### config.mk
export PLATFORM = sky130hd
export DESIGN_NAME = bip_control_unit
export DESIGN_NICKNAME = d
export VERILOG_FILES = /design/src/rtl/bip_control_unit.sv
export SDC_FILE = /design/constraint.sdc
export NUM_CORES = 1
export LEC_CHECK = 0
export CAP_MARGIN = 20
export CORE_MARGIN = 2
export CORE_UTILIZATION = 35
export DETAILED_ROUTE_END_ITERATION = 7
export SYNTH_ARGS = -nofsm -noshare
export SYNTH_HDL_FRONTEND = slang
export SYNTH_SLANG_ARGS = --single-unit
### constraint.sdc
create_clock -name i_clock -period 2.5 [get_ports i_clock]
set_input_delay 0.375 -clock i_clock [delete_from_list [all_inputs] [get_ports i_clock]]
set_output_delay 0.375 -clock i_clock [all_outputs]
set_load 0.005 [all_outputs]
### src/rtl/bip_control_unit.sv
// BIP sequencer: fetches from a synchronous-read program memory, decodes the
// 5-bit opcode and drives accumulator/ALU/data-RAM controls (2 or 3 cycles per instruction).
module bip_control_unit #(
    parameter int NB_DATA            = 16,
    parameter int NB_OPCODE          = 5,
    parameter int LOG2_N_INSMEM_ADDR = 11
) (
    input  logic                          i_clock,
    input  logic                          i_reset,
    input  logic                          i_enable,
    input  logic [NB_DATA-1:0]            i_instruction,
    output logic [LOG2_N_INSMEM_ADDR-1:0] o_insmem_addr,
    output logic                          o_insmem_enable,
    output logic [LOG2_N_INSMEM_ADDR-1:0] o_operand,
    output logic [1:0]                    o_sel_a,
    output logic                          o_sel_b,
    output logic                          o_op,
    output logic                          o_wr_acc,
    output logic                          o_wr_ram,
    output logic                          o_rd_ram,
    output logic                          o_halt
);

    localparam logic [NB_OPCODE-1:0] OP_HLT  = 5'b00000;
    localparam logic [NB_OPCODE-1:0] OP_STO  = 5'b00001;
    localparam logic [NB_OPCODE-1:0] OP_LD   = 5'b00010;
    localparam logic [NB_OPCODE-1:0] OP_LDI  = 5'b00011;
    localparam logic [NB_OPCODE-1:0] OP_ADD  = 5'b00100;
    localparam logic [NB_OPCODE-1:0] OP_ADDI = 5'b00101;
    localparam logic [NB_OPCODE-1:0] OP_SUB  = 5'b00110;
    localparam logic [NB_OPCODE-1:0] OP_SUBI = 5'b00111;

    localparam logic [1:0] SEL_A_RAM = 2'b00;
    localparam logic [1:0] SEL_A_IMM = 2'b01;
    localparam logic [1:0] SEL_A_ALU = 2'b10;

    typedef enum logic [2:0] {
        S_IDLE   = 3'd0,
        S_FETCH  = 3'd1,
        S_DECODE = 3'd2,
        S_OPER   = 3'd3,
        S_HALT   = 3'd4
    } state_t;

    state_t                          state_q, state_d;
    logic [LOG2_N_INSMEM_ADDR-1:0]   pc_q, pc_d;
    logic [NB_DATA-1:0]              ir_q, ir_d;

    logic [NB_OPCODE-1:0]            dec_opcode;
    logic [NB_OPCODE-1:0]            ir_opcode;
    logic [LOG2_N_INSMEM_ADDR-1:0]   pc_inc;

    assign dec_opcode = i_instruction[NB_DATA-1 -: NB_OPCODE];
    assign ir_opcode  = ir_q[NB_DATA-1 -: NB_OPCODE];
    // Natural 11-bit wrap from 2047 back to 0.
    assign pc_inc     = pc_q + 1'b1;

    always_ff @(posedge i_clock or posedge i_reset) begin
        if (i_reset) begin
            state_q <= S_IDLE;
            pc_q    <= '0;
            ir_q    <= '0;
        end else begin
            state_q <= state_d;
            pc_q    <= pc_d;
            ir_q    <= ir_d;
        end
    end

    always_comb begin
        state_d         = state_q;
        pc_d            = pc_q;
        ir_d            = ir_q;
        o_insmem_addr   = pc_q;
        o_insmem_enable = 1'b0;
        o_operand       = ir_q[LOG2_N_INSMEM_ADDR-1:0];
        o_sel_a         = SEL_A_RAM;
        o_sel_b         = 1'b0;
        o_op            = 1'b0;
        o_wr_acc        = 1'b0;
        o_wr_ram        = 1'b0;
        o_rd_ram        = 1'b0;
        o_halt          = (state_q == S_HALT);

        case (state_q)
            S_IDLE: begin
                if (i_enable) state_d = S_FETCH;
            end

            S_FETCH: begin
                if (i_enable) begin
                    o_insmem_enable = 1'b1;
                    state_d         = S_DECODE;
                end
            end

            // Memory data is valid here and stays valid while disabled, since the
            // read enable is only raised in FETCH.
            S_DECODE: begin
                o_operand = i_instruction[LOG2_N_INSMEM_ADDR-1:0];
                if (i_enable) begin
                    ir_d = i_instruction;
                    case (dec_opcode)
                        OP_HLT: begin
                            state_d = S_HALT;
                        end
                        OP_STO: begin
                            o_wr_ram = 1'b1;
                            pc_d     = pc_inc;
                            state_d  = S_FETCH;
                        end
                        OP_LDI: begin
                            o_wr_acc = 1'b1;
                            o_sel_a  = SEL_A_IMM;
                            pc_d     = pc_inc;
                            state_d  = S_FETCH;
                        end
                        OP_ADDI, OP_SUBI: begin
                            o_wr_acc = 1'b1;
                            o_sel_a  = SEL_A_ALU;
                            o_sel_b  = 1'b1;
                            o_op     = (dec_opcode == OP_SUBI);
                            pc_d     = pc_inc;
                            state_d  = S_FETCH;
                        end
                        OP_LD, OP_ADD, OP_SUB: begin
                            o_rd_ram = 1'b1;
                            state_d  = S_OPER;
                        end
                        default: begin
                            pc_d    = pc_inc;
                            state_d = S_FETCH;
                        end
                    endcase
                end
            end

            S_OPER: begin
                if (i_enable) begin
                    o_wr_acc = 1'b1;
                    if (ir_opcode != OP_LD) begin
                        o_sel_a = SEL_A_ALU;
                        o_op    = (ir_opcode == OP_SUB);
                    end
                    pc_d    = pc_inc;
                    state_d = S_FETCH;
                end
            end

            S_HALT: begin
                state_d = S_HALT;
            end

            default: begin
                state_d = S_IDLE;
            end
        endcase
    end

endmodule
[Word-level counts from Yosys, hierarchy flattened]
Index checks and enable logic that the tools add are counted.
Word-level totals
  output and inout port bits: 31
  logic and storage cells: 67
  input bits: 19
  flip-flop bits (word level): 30
Cells by class
  eq/ne operators: 18
  add/subtract/negate cells: 1
  muxes and demuxes: 34
  reductions and logical operators: 11
Operator list (number)
  two-way mux 11 bit: 4
  equality test 5 x 3 -> 1 bit (second input constant): 5
  one-hot mux 11 bit (2 select lines): 1
  two-way mux 1 bit: 17
  one-hot mux 3 bit (4 select lines): 1
  adder 11 x 1 -> 11 bit (second input constant): 1
  equality test 5 x 2 -> 1 bit (second input constant): 2
  two-way mux 3 bit: 3
  inequality test 2 bit (second input constant): 4
  one-hot mux 2 bit (2 select lines): 2
  equality test 3 x 2 -> 1 bit (second input constant): 2
  two-way mux 2 bit: 3
  one-hot mux 3 bit (2 select lines): 1
  OR reduction 3 bit: 2
  equality test 5 x 1 -> 1 bit (second input constant): 1
  zero test 5 bit: 1
  inequality test 5 x 2 -> 1 bit (second input constant): 1
  one-hot mux 1 bit (2 select lines): 2
  AND reduction 4 bit: 1
  OR reduction 2 bit: 2
  OR reduction 4 bit: 1
  equality test 3 x 1 -> 1 bit (second input constant): 1
  equality test 3 bit (second input constant): 1
  zero test 3 bit: 1
  other kinds (4): 4

[Logic depth before layout (Yosys ltp)]
  depth after elaboration: 5
  depth in mapped cells: 7
  mapped depth without buffers: 4

[Worst setup path after synthesis]
OpenSTA, ideal clock, no wires.
  kind: flip-flop to output port
  from: register state_q[0]
  to: output port o_sel_a[0]
  arrival: 1.374 ns
  setup slack: 0.751 ns
  stages on the path, launching flop included: 8
  path buffers: 3
  data required time: 2.125 ns
  cells stage by stage: dfrtp_1 buf_2 nor3b_2 and2_1 buf_6 buf_6 nand2_2 nor3b_2
On the way
  word-level cells in the longest chain between the ends: 2
  elaborated cells between the ends (all ways): 3
  those cells by class: 2 x eq/ne; 1 x mux
RTL lines
  start, declared: RTL line 45  | state_t state_q, state_d;
  start signal, assigned: RTL line 64  | state_q <= state_d;
  equality test 3 x 2 -> 1 bit: RTL line 85  | case (state_q)
  one-hot mux 2 bit (2 select lines) *: RTL line 85
  end, declared: RTL line 15  | output logic [1:0] o_sel_a,
Mark *: on every way between the ends. The rest lies on a longest branch, timed or not.

[Final worst setup path]
  from: input port i_instruction[11]
  to: output port o_op
On the way
  word-level cells in the longest chain between the ends: 5
  elaborated cells between the ends (all ways): 6
  those cells by class: 2 x eq/ne; 3 x mux; 1 x reduce/logical
RTL lines
  start, declared: RTL line 11  | input logic [NB_DATA-1:0] i_instruction,
  equality test 5 x 3 -> 1 bit, on equally long branches: RTL line 103, 122
  OR reduction 2 bit: RTL line 103  | case (dec_opcode)
  two-way mux 1 bit *: RTL line 103
  two-way mux 1 bit *: RTL line 101  | if (i_enable) begin
  one-hot mux 1 bit (2 select lines) *: RTL line 85
  end, declared: RTL line 17  | output logic o_op,
Marks and branches as above.

==> results.sh <==
export IMPL_overflow=0
export IMPL_n_antenna_cell=0
export IMPL_met1_length_um=1530
export IMPL_synth_top_area_cell="dfrtp_1"
export IMPL_syn_nets=146
export IMPL_postCtsHoldBufs=0
export IMPL_min_period_over_period_pct=97.0
export IMPL_cp_slowest_cell="clkdlybuf4s50_1"
export IMPL_wl_met2_um=1630
export IMPL_port_buffers=49
export IMPL_clock_sink_count=30
export IMPL_crit_path_frequent_cell="clkdlybuf4s50_1"
export IMPL_r2r_start="state_q[2]"
export IMPL_numCtsBuffers=5
export IMPL_critPathMaxFanout=5
export IMPL_routed_wl_met3_um=193
export IMPL_async_flop_share_pct=100
export IMPL_first_global_vias=1167
export IMPL_clock_fmax_ghz=0.412
export IMPL_status="finished clean"
export IMPL_critical_path_top_delay_family="buffers and inverters"
export IMPL_die_area_um2=4880
export IMPL_seqPwrFrac_pct=35.9
export IMPL_rrSetupSlack_ns=0.83
export IMPL_dp_hpwl_um=2470
export IMPL_core_um2=4090
export IMPL_synthSimpleGateAreaFrac_pct=18.5
export IMPL_slowest_delay_ns=0.53
export IMPL_vias=1186
export IMPL_grtUsageTotal_pct=14.8
export IMPL_power_frac_clock_pct=22.4
export IMPL_syn_to_final_growth_pct=45.6
export IMPL_routed_wl_um=3390
export IMPL_finalPower_mw=2.19
export IMPL_synth_edff_count=0
export IMPL_ys_warn_count=0
export IMPL_ctsHtreeMaxLevel=2
export IMPL_worst_r2r_endpoint="o_insmem_addr[1]"
export IMPL_synth_xor_xnor_area_share_pct=5.77
export IMPL_drtPass1Iterations=4
export IMPL_grt_pass1_wl_um=5720
export IMPL_ir_drop_uv=530
export IMPL_endpoint_kind="output port"
export IMPL_synth_area_mux_share_pct=20.8
export IMPL_slew_headroom_pct=68.9
export IMPL_die_w_um=69.9
export IMPL_critPathBufInv=3
export IMPL_final_max_slew_viol_count=0
export IMPL_clk_latency_ns=0.27
export IMPL_yosysMostFrequentCell="dfrtp_1"
export IMPL_place_area_um2=2090
export IMPL_cp_start_kind="primary input"
export IMPL_wl_per_cell_um=14.4
export IMPL_final_min_clock_period_ns=2.43
export IMPL_p_leak_nw=0.921
export IMPL_setup_violations=0
export IMPL_fp_dieH_um=69.9
export IMPL_synthFlopType="dfrtp_1"
export IMPL_core_rowCount=23
export IMPL_synth_compound_area_share_pct=2.06
export IMPL_nets=205
export IMPL_pin_count=50
export IMPL_synth_seq_cells=30
export IMPL_initial_core_util_pct=37.2
export IMPL_power_switching_uw=618
export IMPL_synth_area_um2=1520
export IMPL_finalHoldViolCount=0
export IMPL_max_clock_path_buffers=2
export IMPL_drive_above_1_share_pct=18.4
export IMPL_routed_via_density=5.05
export IMPL_route_detailed_drc=0
export IMPL_critical_path_class="in -> out"
export IMPL_synth_area_leaders="dfrtp_1, mux2_1, mux2_2"
export IMPL_min_path_type="in -> async"
export IMPL_antenna_found_initial=0
export IMPL_worstPathCellList="clkdlybuf4s50_1 -> nor3b_2 -> buf_4 -> nand4b_1 -> a21oi_1 -> clkdlybuf4s50_1"
export IMPL_seq_area_frac_synth_pct=49.4
export IMPL_netlist_instances=126
export IMPL_arrival_ns=2.05
export IMPL_required_ns=2.12
export IMPL_design_area_um2=2210
export IMPL_r2r_cells=4
export IMPL_tritoncts="yes"
export IMPL_fillerInstances=338
export IMPL_synthTopCellsByCount="dfrtp_1, mux2_1, mux2_2, xnor2_1, nor2_1"
export IMPL_power_frac_comb_pct=41.6
export IMPL_synthAdderAreaFrac_pct=0.824
export IMPL_grt_max_degree=31
export IMPL_syn_avg_cell_area_um2=12.1
export IMPL_clock_root_buffer="clkbuf_8"
export IMPL_tightest_slew_ns=0.462
export IMPL_top_layer="met4"
export IMPL_yosysUniqueCellTypes=29
export IMPL_p_int_mw=1.57
export IMPL_antenna_left=0
export IMPL_max_cap_viol_count=0
export IMPL_cp_depth=6
export IMPL_switching_share_pct=28.2
export IMPL_clk_pin_slew_worst_paths_ns=0.06
export IMPL_gp_congestion=0.797
export IMPL_synth_top_area_share_pct=49.4
export IMPL_first_iter_violations=37
export IMPL_synth_top_family_by_area="multiplexers"
export IMPL_pwr_density_cell_nw_per_um2=991
export IMPL_skew_ns=0.00512
==> routing by layer <==
metal | up-vias | GRT usage (%)
li1 | 571 | -
met1 | 574 | 18.5
met2 | 37 | 24.3
met3 | 4 | 4.76
met4 | 0 | 4.27
met5 | - | 0
==> power groups by stage <==
stage	clock (mW)	sequential (mW)	combinational, mW
global route	0.533	0.818	0.996
floorplan	0	0.766	0.477
CTS	0.509	0.790	0.929
global placement	0	0.784	0.903
finish	0.492	0.787	0.913
detailed placement	0	0.796	0.923
==> cell families (layout without fill, tap and decap cells) <==
group	Yosys count	in the layout
simple gates	45	45
xor+xnor	10	10
buf+inv	6	65
mux	28	28
fa+ha+maj	1	1
compound gates	6	6
flops	30	30
==> area by class of cell <==
class                           instances  area, um2  share of cell area [%]
Clock buffer                            6       82.6                    3.74
Multi-Input combinational cell         90        734                    33.2
Sequential cell                        30        751                    34.0
Clock inverter                          1       30.0                    1.36
Inverter                                2       7.51                   0.340
Tap cell                               50       62.6                    2.83
Timing Repair Buffer                   56        543                    24.6
==> flip-flops by register name, summed over array words and instances, names as in the netlist <==
| signal | count |
|---|---|
| ir_q | 16 |
| o_insmem_addr | 11 |
| state_q | 3 |
==> layout by cell type, fill, tap and decap left out, types with 2 or more instances in the layout <==
master            n
buf_4             7
mux2_1           16
nand3_1           5
clkdlybuf4s50_1  49
xor2_1            3
and4_1            2
nand2b_1          5
nor3_1            3
inv_1             2
nand4_1           2
mux2_2           12
xnor2_1           7
and3_1            4
nor2_1            6
nor3b_2           3
clkbuf_8          6
dfrtp_1          30
a21oi_1           5
nand3b_1          3
nand2_1           4
==> how the worst max path moves through the flow <==
stage	slack, ns	endpoint	startpoint
5_1_grt	-0.02	o_op	i_instruction[11]
3_5_place_dp	0.06	o_op	i_instruction[11]
3_3_place_gp	0.12	o_op	i_instruction[11]
2_1_floorplan	0.75	o_sel_a[0]	state_q[0]
4_1_cts	0.05	o_op	i_instruction[11]
6_report	0.07	o_op	i_instruction[11]
==> timing repair <==
action | CTS | global route
endpoints found under the setup margin | 0 | 2
resized for setup | 0 | 2
setup buffers | 0 | 0
==> worst reg2reg max path, stage by stage (launching register included) <==
cell and delay, ns:
dfrtp_1 0.43, nand3b_1 0.27, buf_4 0.20, nor2_2 0.29, mux2_2 0.37
==> stage by stage <==
step | utilization [%] | hold WS [ns] | cells | setup TNS [ns] | setup slack [ns]
after global routing | 54.1 | 0.497 | 235 | -0.0204 | -0.0204
after floorplan | - | 0.448 | 126 | 0 | 0.751
after CTS | 53.9 | 0.480 | 235 | 0 | 0.0473
after detailed placement | 51.2 | 0.467 | 228 | 0 | 0.0615
after global placement | 51.2 | 0.464 | 228 | 0 | 0.125
final | 54.1 | 0.468 | 235 | 0 | 0.0745
Note: power is estimated with default switching activity, not from simulation.
